===== src/rtl/iob_keypad_scan_pkg.sv =====
// Shared encodings for the matrix-keypad scanner:
// debounce FSM states, frame results and parameter floors.
package iob_keypad_scan_pkg;

    localparam int SCAN_DIV_MIN = 4;
    localparam int DEBOUNCE_MIN = 1;

    typedef enum logic [1:0] {
        ST_IDLE        = 2'd0,
        ST_DEB_PRESS   = 2'd1,
        ST_PRESSED     = 2'd2,
        ST_DEB_RELEASE = 2'd3
    } deb_state_t;

    typedef enum logic [1:0] {
        FR_NONE  = 2'd0,
        FR_KEY   = 2'd1,
        FR_MULTI = 2'd2
    } frame_res_t;

    // Saturating count of low columns: 0, 1, or "2 or more".
    function automatic logic [1:0] sat_add2(
        input logic [1:0] a,
        input logic [1:0] b
    );
        if (a == 2'd0) return b;
        if (b == 2'd0) return a;
        return 2'd2;
    endfunction

endpackage


===== src/rtl/iob_keypad_scanner.sv =====
// Row driver and column sampler: walks the rows, samples the
// synchronized columns once per row, and classifies each frame.
module iob_keypad_scanner
    import iob_keypad_scan_pkg::*;
#(
    parameter int ROWS     = 4,
    parameter int COLS     = 4,
    parameter int SCAN_DIV = 1000,
    parameter int CODE_W   = 4
) (
    input  logic              clk,
    input  logic              rst,
    input  logic              enable,
    input  logic [COLS-1:0]   col_i,
    output logic [ROWS-1:0]   row_o,
    output logic              o_frame_done,
    output frame_res_t        o_frame_result,
    output logic [CODE_W-1:0] o_frame_code
);

    localparam int DW = $clog2(SCAN_DIV);
    localparam int RW = $clog2(ROWS);

    logic [COLS-1:0]   r_col_s1;
    logic [COLS-1:0]   r_col_s2;
    logic [DW-1:0]     r_dwell;
    logic [RW-1:0]     r_row;
    logic              r_run;
    logic [1:0]        r_acc_n;
    logic [CODE_W-1:0] r_acc_code;

    logic              w_sample;
    logic              w_last_row;
    logic [COLS-1:0]   w_low;
    logic [ROWS-1:0]   w_onehot;
    logic [CODE_W-1:0] w_row_base;
    logic [1:0]        w_row_n;
    logic [CODE_W-1:0] w_row_code;
    logic [1:0]        w_tot_n;
    logic [CODE_W-1:0] w_tot_code;

    assign w_sample   = enable && (r_dwell == DW'(SCAN_DIV - 1));
    assign w_last_row = (r_row == RW'(ROWS - 1));
    assign w_low      = ~r_col_s2;
    assign w_onehot   = ROWS'(1) << r_row;
    assign w_row_base = CODE_W'(r_row) * CODE_W'(COLS);

    // r_run keeps rows released during reset and the first enabled cycle
    assign row_o = (enable && r_run) ? ~w_onehot : '1;

    // Two-flop synchronizer on the asynchronous column lines
    always_ff @(posedge clk or posedge rst) begin
        if (rst) begin
            r_col_s1 <= '1;
            r_col_s2 <= '1;
        end else begin
            r_col_s1 <= col_i;
            r_col_s2 <= r_col_s1;
        end
    end

    // Dwell and row sequencing, parked at row 0 / dwell 0 while disabled
    always_ff @(posedge clk or posedge rst) begin
        if (rst) begin
            r_dwell <= '0;
            r_row   <= '0;
            r_run   <= 1'b0;
        end else if (!enable) begin
            r_dwell <= '0;
            r_row   <= '0;
            r_run   <= 1'b0;
        end else begin
            r_run <= 1'b1;
            if (w_sample) begin
                r_dwell <= '0;
                r_row   <= w_last_row ? '0 : r_row + 1'b1;
            end else begin
                r_dwell <= r_dwell + 1'b1;
            end
        end
    end

    // Count low columns on the active row and remember the last one
    always_comb begin
        w_row_n    = 2'd0;
        w_row_code = '0;
        for (int c = 0; c < COLS; c++) begin
            if (w_low[c]) begin
                w_row_n    = sat_add2(w_row_n, 2'd1);
                w_row_code = w_row_base + CODE_W'(c);
            end
        end
    end

    assign w_tot_n    = sat_add2(r_acc_n, w_row_n);
    assign w_tot_code = (r_acc_n != 2'd0) ? r_acc_code : w_row_code;

    // Frame accumulator, restarted after the last row is sampled
    always_ff @(posedge clk or posedge rst) begin
        if (rst) begin
            r_acc_n    <= 2'd0;
            r_acc_code <= '0;
        end else if (!enable || (w_sample && w_last_row)) begin
            r_acc_n    <= 2'd0;
            r_acc_code <= '0;
        end else if (w_sample) begin
            r_acc_n    <= w_tot_n;
            r_acc_code <= w_tot_code;
        end
    end

    assign o_frame_done = w_sample && w_last_row;
    assign o_frame_code = w_tot_code;

    // Classify the finished frame from its low-bit count
    always_comb begin
        o_frame_result = FR_MULTI;
        case (w_tot_n)
            2'd0:    o_frame_result = FR_NONE;
            2'd1:    o_frame_result = FR_KEY;
            default: o_frame_result = FR_MULTI;
        endcase
    end

endmodule


===== src/rtl/iob_keypad_scan.sv =====
// Keypad scanner top: frame debounce FSM, one-code-per-press
// valid/ack handshake and sticky overrun flag.
module iob_keypad_scan
    import iob_keypad_scan_pkg::*;
#(
    parameter int ROWS     = 4,
    parameter int COLS     = 4,
    parameter int SCAN_DIV = 1000,
    parameter int DEBOUNCE = 8,
    parameter int CODE_W   = $clog2(ROWS * COLS)
) (
    input  logic              clk,
    input  logic              rst,
    input  logic              enable,
    output logic [ROWS-1:0]   row_o,
    input  logic [COLS-1:0]   col_i,
    output logic              key_valid,
    output logic [CODE_W-1:0] key_code,
    input  logic              key_ack,
    output logic              key_down,
    output logic              overrun,
    input  logic              ovr_clr
);

    localparam int CNT_W = $clog2(DEBOUNCE + 1);

    if (SCAN_DIV < SCAN_DIV_MIN) begin : g_bad_scan_div
        $error("iob_keypad_scan: SCAN_DIV below minimum");
    end
    if (DEBOUNCE < DEBOUNCE_MIN) begin : g_bad_debounce
        $error("iob_keypad_scan: DEBOUNCE below minimum");
    end

    deb_state_t        r_state;
    deb_state_t        w_state_nx;
    logic [CODE_W-1:0] r_cand;
    logic [CODE_W-1:0] w_cand_nx;
    logic [CNT_W-1:0]  r_cnt;
    logic [CNT_W-1:0]  w_cnt_nx;
    logic [CNT_W-1:0]  w_cnt_inc;
    logic              w_confirm;
    logic              w_ovr_set;
    logic              r_valid;
    logic [CODE_W-1:0] r_code;
    logic              r_ovr;

    logic              w_frame_done;
    frame_res_t        w_fr_res;
    logic [CODE_W-1:0] w_fr_code;

    iob_keypad_scanner #(
        .ROWS     (ROWS),
        .COLS     (COLS),
        .SCAN_DIV (SCAN_DIV),
        .CODE_W   (CODE_W)
    ) u_scanner (
        .clk            (clk),
        .rst            (rst),
        .enable         (enable),
        .col_i          (col_i),
        .row_o          (row_o),
        .o_frame_done   (w_frame_done),
        .o_frame_result (w_fr_res),
        .o_frame_code   (w_fr_code)
    );

    assign w_cnt_inc = r_cnt + CNT_W'(1);

    // Debounce state, candidate and frame counter registers
    always_ff @(posedge clk or posedge rst) begin
        if (rst) begin
            r_state <= ST_IDLE;
            r_cand  <= '0;
            r_cnt   <= '0;
        end else begin
            r_state <= w_state_nx;
            r_cand  <= w_cand_nx;
            r_cnt   <= w_cnt_nx;
        end
    end

    // Debounce next-state, stepped once per completed frame
    always_comb begin
        w_state_nx = r_state;
        w_cand_nx  = r_cand;
        w_cnt_nx   = r_cnt;
        w_confirm  = 1'b0;
        if (!enable) begin
            w_state_nx = ST_IDLE;
            w_cand_nx  = '0;
            w_cnt_nx   = '0;
        end else if (w_frame_done) begin
            unique case (r_state)
                ST_IDLE: begin
                    if (w_fr_res == FR_KEY) begin
                        w_cand_nx = w_fr_code;
                        if (DEBOUNCE == 1) begin
                            w_confirm  = 1'b1;
                            w_state_nx = ST_PRESSED;
                            w_cnt_nx   = '0;
                        end else begin
                            w_state_nx = ST_DEB_PRESS;
                            w_cnt_nx   = CNT_W'(1);
                        end
                    end
                end
                ST_DEB_PRESS: begin
                    if (w_fr_res != FR_KEY) begin
                        w_state_nx = ST_IDLE;
                        w_cnt_nx   = '0;
                    end else if (w_fr_code != r_cand) begin
                        w_cand_nx = w_fr_code;
                        w_cnt_nx  = CNT_W'(1);
                    end else if (w_cnt_inc == CNT_W'(DEBOUNCE)) begin
                        w_confirm  = 1'b1;
                        w_state_nx = ST_PRESSED;
                        w_cnt_nx   = '0;
                    end else begin
                        w_cnt_nx = w_cnt_inc;
                    end
                end
                ST_PRESSED: begin
                    if (w_fr_res == FR_NONE) begin
                        if (DEBOUNCE == 1) begin
                            w_state_nx = ST_IDLE;
                            w_cnt_nx   = '0;
                        end else begin
                            w_state_nx = ST_DEB_RELEASE;
                            w_cnt_nx   = CNT_W'(1);
                        end
                    end
                end
                ST_DEB_RELEASE: begin
                    if (w_fr_res != FR_NONE) begin
                        w_state_nx = ST_PRESSED;
                        w_cnt_nx   = '0;
                    end else if (w_cnt_inc == CNT_W'(DEBOUNCE)) begin
                        w_state_nx = ST_IDLE;
                        w_cnt_nx   = '0;
                    end else begin
                        w_cnt_nx = w_cnt_inc;
                    end
                end
                default: w_state_nx = ST_IDLE;
            endcase
        end
    end

    assign w_ovr_set = w_confirm && r_valid && !key_ack;

    // Pending-code register: confirm loads, ack consumes
    always_ff @(posedge clk or posedge rst) begin
        if (rst) begin
            r_valid <= 1'b0;
            r_code  <= '0;
        end else if (w_confirm && (!r_valid || key_ack)) begin
            r_valid <= 1'b1;
            r_code  <= w_cand_nx;
        end else if (key_ack) begin
            r_valid <= 1'b0;
        end
    end

    // Sticky overrun; a new overrun beats a simultaneous clear
    always_ff @(posedge clk or posedge rst) begin
        if (rst) begin
            r_ovr <= 1'b0;
        end else if (w_ovr_set) begin
            r_ovr <= 1'b1;
        end else if (ovr_clr) begin
            r_ovr <= 1'b0;
        end
    end

    assign key_valid = r_valid;
    assign key_code  = r_code;
    assign overrun   = r_ovr;
    assign key_down  = (r_state == ST_PRESSED) ||
                       (r_state == ST_DEB_RELEASE);

endmodule


===== config.mk =====
export PLATFORM = sky130hd
export DESIGN_NAME = iob_keypad_scan
export DESIGN_NICKNAME = d
export VERILOG_FILES = /design/src/rtl/iob_keypad_scan_pkg.sv /design/src/rtl/iob_keypad_scanner.sv /design/src/rtl/iob_keypad_scan.sv
export SDC_FILE = /design/constraint.sdc
export NUM_CORES = 1
export LEC_CHECK = 0
export CORE_AREA = 10 10 74 76
export CTS_BUF_LIST = sky130_fd_sc_hd__clkbuf_4 sky130_fd_sc_hd__clkbuf_8
export DETAILED_ROUTE_END_ITERATION = 16
export DIE_AREA = 0 0 84 86
export PLACE_DENSITY = 0.79
export SLEW_MARGIN = 20
export SYNTH_ARGS = -nofsm -noshare
export SYNTH_HDL_FRONTEND = slang
export SYNTH_HIERARCHICAL = 1
export SYNTH_SLANG_ARGS = --single-unit

===== constraint.sdc =====
create_clock -name clk -period 3.3 [get_ports clk]
set_input_delay 0.495 -clock clk [delete_from_list [all_inputs] [get_ports clk]]
set_output_delay 0.495 -clock clk [all_outputs]
set_load 0.05 [all_outputs]

# Yosys cells after proc, flatten, opt, wreduce, memory -nomap -nowiden
# Cells that the tools add are included.
[op_classes]
bitwise_logic = 2
div_mod_pow = 0
addsub = 6
shifts = 1
mul = 0
mux = 77
eq_ne = 17
n_lt_le_gt_ge = 0
reduce_logical = 27
[op_table]
columns = ["operator", "count"]
rows = [
  ["4-bit 2-to-1 mux", 21],
  ["2-bit 2-to-1 mux", 29],
  ["1-bit 2-to-1 mux", 21],
  ["10-bit 2-to-1 mux", 2],
  ["2-bit logical NOT", 8],
  ["4-bit one-hot mux with 4 select lines", 1],
  ["4-bit != test, second input constant", 3],
  ["10-bit by 1-bit adder with 10-bit output, second input constant", 1],
  ["10-bit equality test, second input constant", 1],
  ["2-bit nonzero test", 5],
  ["4-bit by 1-bit adder with 4-bit output, second input constant", 2],
  ["4-bit by 2-bit adder with 4-bit output, second input constant", 2],
  ["4-bit NOT", 2],
  ["2-bit one-hot mux with 4 select lines", 1],
  ["4-bit one-hot mux with 2 select lines", 1],
  ["2-bit by 1-bit equality test with 1-bit output, second input constant", 3],
  ["2-bit equality test, second input constant", 3],
  ["1-bit logical AND", 6],
  ["2-bit by 1-bit != test with 1-bit output, second input constant", 3],
  ["3-bit != test, second input constant", 2],
  ["6-bit AND reduction", 1],
  ["4-bit equality test, second input constant", 1],
  ["4-bit != test", 1],
  ["2-bit one-hot mux with 2 select lines", 1],
  ["other kinds (5)", 9],
]
[word_totals]
mem_bits_ro = 0
wordCells = 143
mem_bits_rw = 0
register_bits = 43
out_inout_bits = 11
memories = 0
in_bits = 9
latch_bits = 0

# Logic depth before layout (Yosys ltp)
[depth]
depth_word = 34
depth_mapped = 12
mapped_depth_nobuf = 11

# Hierarchy
# Netlist, hierarchy kept.
[by_module_without_submodules]
columns = ["mod", "cells_per_inst", "instances", "area_each_um2", "seq_area_each_um2"]
rows = [
  ["iob_keypad_scanner", 136, 1, 1371.3, 685.7],
  ["iob_keypad_scan", 87, 1, 943.4, 400.4],
]

# Worst setup path after synthesis
# No wires, ideal clock.
[synth_timing]
path_type = "reg-to-reg"
startpoint = "reg u_scanner.r_col_s2[0]"
endpoint = "reg r_code[0] (netlist: key_code[0])"
slack_ps = 274
setup_time_ps = 125
arrival_time_ps = 2901
path_buffers = 0
stages_incl_launch_ff = 12
synth_period_minus_slack_ps = 3026
path_cell_list = "dfstp_2 inv_1 ha_1 or3_1 a31oi_1 nor2_1 nor2_1 nor3b_2 inv_2 nor4_4 and4_4 mux2_4"
[synth_between]
elab_chain_len = 30
[synth_lines]
columns = ["item", "line", "text"]
rows = [
  ["start: declaration", "iob_keypad_scanner.sv:25", "logic [COLS-1:0] r_col_s2;"],
  ["start signal: assignment", "iob_keypad_scanner.sv:58", "r_col_s2 <= r_col_s1;"],
  ["4-bit NOT (*)", "iob_keypad_scanner.sv:44", "assign w_low = ~r_col_s2;"],
  ["2-bit 2-to-1 mux (*)", "iob_keypad_scanner.sv:88", "if (w_low[c]) begin"],
  ["2-bit logical NOT", "iob_keypad_scan_pkg.sv:26", "if (a == 2'd0) return b;"],
  ["1-bit 2-to-1 mux", "iob_keypad_scan_pkg.sv:26", ""],
  ["1-bit 2-to-1 mux", "iob_keypad_scanner.sv:88", ""],
  ["2-bit 2-to-1 mux", "iob_keypad_scan_pkg.sv:27", "if (b == 2'd0) return a;"],
  ["2-bit 2-to-1 mux (*)", "iob_keypad_scanner.sv:88", ""],
  ["2-bit logical NOT", "iob_keypad_scan_pkg.sv:26", ""],
  ["[... 15 more ...]", "-", ""],
  ["2-bit one-hot mux with 2 select lines (*)", "iob_keypad_scanner.sv:118", "case (w_tot_n)"],
  ["via w_fr_res[0]", "iob_keypad_scan.sv:48", "frame_res_t w_fr_res;"],
  ["2-bit by 1-bit != test with 1-bit output", "iob_keypad_scan.sv:108", "if (w_fr_res != FR_KEY) begin"],
  ["1-bit 2-to-1 mux", "iob_keypad_scan.sv:108", ""],
  ["1-bit 2-to-1 mux", "iob_keypad_scan.sv:93", "unique case (r_state)"],
  ["1-bit 2-to-1 mux", "iob_keypad_scan.sv:92", "end else if (w_frame_done) begin"],
  ["1-bit 2-to-1 mux", "iob_keypad_scan.sv:88", "if (!enable) begin"],
  ["1-bit logical AND", "iob_keypad_scan.sv:156", "end else if (w_confirm && (!r_valid || key_ack)) begin"],
  ["end signal: assignment", "iob_keypad_scan.sv:158", "r_code <= w_cand_nx;"],
  ["end: declaration", "iob_keypad_scan.sv:44", "logic [CODE_W-1:0] r_code;"],
]
# The timed path passes the listed nets; every way through them passes the cells marked *. The select of a mux whose other input is x is not followed.
# A chain may end at the register's enable or synchronous reset.

# Worst setup path after layout
[layout_timing]
startpoint = "reg u_scanner.r_col_s2[0]"
endpoint = "reg r_code[1] (netlist: key_code[1])"
# The elaborated chain is that of the path after synthesis.

==> results.py <==
metrics = {
    "placement": {
        "place.gp.congestion": 0.866,
        "dp_hpwl_um": 3240,
        "portBuffers": 19,
    },
    "detailed_routing": {
        "dr.pass1.iters": 4,
        "vias": 1681,
        "met2_length_um": 2160,
        "drc": 0,
        "ant_nets": 0,
        "m1WireLength_um": 2070,
        "wire_per_inst_um": 14.7,
        "top_layer": "met4",
        "dr.first_iter.drc_count": 96,
        "via_per_inst": 5.60,
        "dr_wl_met3_um": 101,
        "drt-total-wl_um": 4400,
    },
    "global_route": {
        "grt_overflow_total": 0,
        "antenna_found_initial": 0,
        "grt_pass1_wl_um": 7870,
        "grt_usage": 0.130,
        "grt_pass1_vias": 1666,
        "grt_max_degree": 26,
    },
    "clocking": {
        "postCtsSetupBuffers": 0,
        "h-tree-depth": 2,
        "cts_inserted_buffers": 5,
        "clockRootBuffer": "clkbuf_8",
        "tritoncts": "done",
        "clk_pin_slew_ps": 80,
        "clock_path_buffers": 2,
        "insertion_delay_ps": 300,
        "cts_sinks": 43,
    },
    "setup_path": {
        "criticalPathCategory": "register to register",
        "crit_family": "simple AND/OR/NAND/NOR gates",
        "r2r_setup_slack_ps": 190,
        "worst-path-buf-inv": 2,
        "crit_arrival_ps": 3290,
        "crit_end": "key_code[1]$_DFFE_PP0P_",
        "cp_slowest_stage_delay_ps": 560,
        "critPathMaxFanout": 5,
        "crit_required_ps": 3480,
        "r2r_start": "u_scanner/r_col_s2[0]$_DFF_PP1_",
        "setup.worst_path.start": "u_scanner/r_col_s2[0]$_DFF_PP1_",
        "end_kind": "register",
        "start_kind": "register",
        "reg2reg_to": "key_code[1]$_DFFE_PP0P_",
        "cp_num_cells": 11,
        "crit_chain": "inv_1, ha_1, or3_1, a31oi_2, nor2_1, nor2_4, nor3b_2, inv_2, nor4_4, and4_4, mux2_4",
        "reg2reg_depth": 11,
        "critPathSlowestCell": "dfstp_2",
    },
    "power_and_ir_drop": {
        "total_power_mw": 1.03,
        "p_clk_frac": 0.400,
        "p_int_mw": 0.811,
        "power.net_switching_mw": 0.222,
        "seq_power_share": 0.531,
        "comb_power_share": 0.070,
        "leakage_nw": 1.20,
        "power_density_nw_per_um2": 381,
        "switching_share": 0.215,
        "vdd_drop_max_mv": 0.293,
    },
    "synthesis": {
        "synthSimpleGateAreaFrac": 0.224,
        "synth_top_cell_area_share": 0.378,
        "synth-edff-count": 0,
        "synth_compound_area_frac": 0.112,
        "synthAdderAreaFrac": 0.0541,
        "synth-xor-area-share": 0.0530,
        "syn_area_um2": 2310,
        "yosys.area.top_type": "dfrtp_1",
        "synth-seq-cells": 43,
        "syn_nets": 242,
        "synth_top_family_by_area": "simple AND/OR/NAND/NOR gates",
        "synth_flop_cell": "dfrtp_1",
        "synth_area_leaders": "dfrtp_1 38%, dfstp_2 9.1%, ha_1 5.4%",
        "ys_top_cells_by_count": "35 x dfrtp_1, 22 x nor2_1, 15 x inv_1",
        "synthMuxAreaShare": 0.0524,
        "async_flop_share": 1.00,
        "ys_seq_area_frac": 0.469,
        "yosysMostFrequentCell": "dfrtp_1",
        "synthDistinctLibCells": 56,
        "synth.avg_cell_area_um2": 10.4,
        "synth_warnings": 6,
        "netlist_instances": 223,
    },
    "timing": {
        "slew_viol_final": 0,
        "min_period_over_period": 0.941,
        "hold_violations": 0,
        "finalCriticalPeriod_ps": 3110,
        "tns_ps": 0,
        "setup_violations": 0,
        "worstMarginPinSlew_ps": 911,
        "fmax_ghz": 0.322,
        "slew_headroom": 0.392,
        "clock_skew_ps": 12.5,
        "rsz0062_at_grt": "no",
    },
    "floorplan": {
        "coreArea_um2": 3970,
        "start_util": 0.583,
        "die_y_um": 86,
        "boundaryPins": 20,
        "die_w_um": 84,
        "dieArea_um2": 7220,
        "rows": 23,
    },
    "finish": {
        "multiInputGateArea_um2": 1160,
        "layout-area-overhead-vs-synth_pct": 17.1,
        "nFillCells": 302,
        "diodes": 0,
        "final-seq-area_um2": 1090,
        "final_layout_size_suffix_gt1_frac": 0.164,
        "nets": 268,
    },
    "hold_path": {
        "min_path_type": "register to register",
    },
    "run_status": {
        "status": "finished clean",
    },
    "flow_run": {
        "drv_cap": 0,
    },
}
cell type report:
class | instances | share of cell area
Multi-Input combinational cell | 159 | 0.428
Sequential cell | 43 | 0.401
Timing Repair Buffer | 24 | 0.0840
Clock buffer | 7 | 0.0309
Tap cell | 50 | 0.0231
Inverter | 16 | 0.0222
Clock inverter | 1 | 0.0111
placed cells by master, fill, tap and decap left out, types with 2 or more instances in the layout:
cell,netlist,routed
nand3_1,13,13
mux2i_1,5,5
o31ai_1,2,2
buf_4,0,5
nor4_1,2,2
clkdlybuf4s50_1,0,19
o221a_2,2,2
nor2_1,22,21
nor3b_1,2,2
nand4_1,2,2
o22ai_1,2,2
xnor2_1,7,7
nor3_1,5,5
and3_1,3,3
clkbuf_4,0,2
mux2_4,4,4
and2_1,4,4
nand2_1,14,14
nand2b_1,3,3
inv_1,15,15
o211ai_1,2,2
dfstp_2,8,8
nor2b_1,5,5
clkbuf_8,0,5
or3_1,4,4
o21ai_0,6,6
ha_1,10,10
xor2_1,7,7
nand3b_1,2,2
a21oi_1,5,5
dfrtp_1,35,35
worst reg2reg max path, delay by kind of cell (launching register included):
| family | cells | cell delay, ps |
|---|---|---|
| AO/OA/AOI/OAI | 1 | 270 |
| adder cells (fa/ha/maj) | 1 | 320 |
| buffers and inverters | 2 | 120 |
| AND/OR/NAND/NOR | 6 | 1420 |
| multiplexers | 1 | 300 |
| flip-flops | 1 | 560 |
per-stage QoR:
stage / util / setup slack [ps] / cells / cell area [um^2] / hold WS (ps)
4_1_cts: 0.679 / 27.6 / 300 / 2700 / 360
3_3_place_gp: 0.650 / 139 / 292 / 2580 / 347
3_5_place_dp: 0.650 / 51.1 / 292 / 2580 / 349
5_1_grt: 0.682 / 35.6 / 300 / 2710 / 364
2_1_floorplan: - / 274 / 223 / 2310 / 345
6_report: 0.682 / 195 / 300 / 2710 / 358
what timing repair did:
| action | CTS | global route |
|---|---|---|
| endpoints found under the setup margin | 0 | 4 |
| hold buffers | 0 | 0 |
| gates resized for setup | 0 | 3 |
power groups by stage:
| stage | Sequential, mW | Clock (mW) | Combinational [mW] |
|---|---|---|---|
| 6_report | 0.548 | 0.413 | 0.0719 |
| 3_3_place_gp | 0.557 | 0 | 0.0674 |
| 5_1_grt | 0.549 | 0.447 | 0.0802 |
| 3_5_place_dp | 0.558 | 0 | 0.0692 |
| 4_1_cts | 0.548 | 0.424 | 0.0697 |
| 2_1_floorplan | 0.555 | 0 | 0.0435 |
routing by layer:
layer  track usage  vias to the layer above
met5             0                        -
met1         0.163                      818
met2         0.210                       18
li1              -                      839
met3        0.0331                        6
met4        0.0487                        0
worst min path at each step:
stage	from	endpoint	slack, ps	depth (start not counted)
finish	u_scanner/r_col_s1[2]$_DFF_PP1_	u_scanner/r_col_s2[2]$_DFF_PP1_	360	0
global route	u_scanner/r_col_s1[1]$_DFF_PP1_	u_scanner/r_col_s2[1]$_DFF_PP1_	360	0
detailed placement	u_scanner/r_col_s1[2]$_DFF_PP1_	u_scanner/r_col_s2[2]$_DFF_PP1_	350	0
CTS	u_scanner/r_col_s1[2]$_DFF_PP1_	u_scanner/r_col_s2[2]$_DFF_PP1_	360	0
global placement	u_scanner/r_col_s1[0]$_DFF_PP1_	u_scanner/r_col_s2[0]$_DFF_PP1_	350	0
floorplan	u_scanner/r_col_s1[0]$_DFF_PP1_	u_scanner/r_col_s2[0]$_DFF_PP1_	350	0
state kept, by name, summed over array words and instances (netlist names), 2 cells and up:
signal and count:
key_code 4, r_cand 4, r_cnt 4, r_state 2, u_scanner/r_acc_code 4, u_scanner/r_acc_n 2
u_scanner/r_col_s1 4, u_scanner/r_col_s2 4, u_scanner/r_dwell 10, u_scanner/r_row 2
logic make-up after synthesis:
| group | after synthesis |
|---|---|
| buffers and inverters | 21 |
| XOR/XNOR | 14 |
| AO/OA/AOI/OAI | 34 |
| multiplexers | 10 |
| adder cells (fa/ha/maj) | 10 |
| flip-flops | 43 |
| AND/OR/NAND/NOR | 91 |
Power figures use the tool's default switching activity.
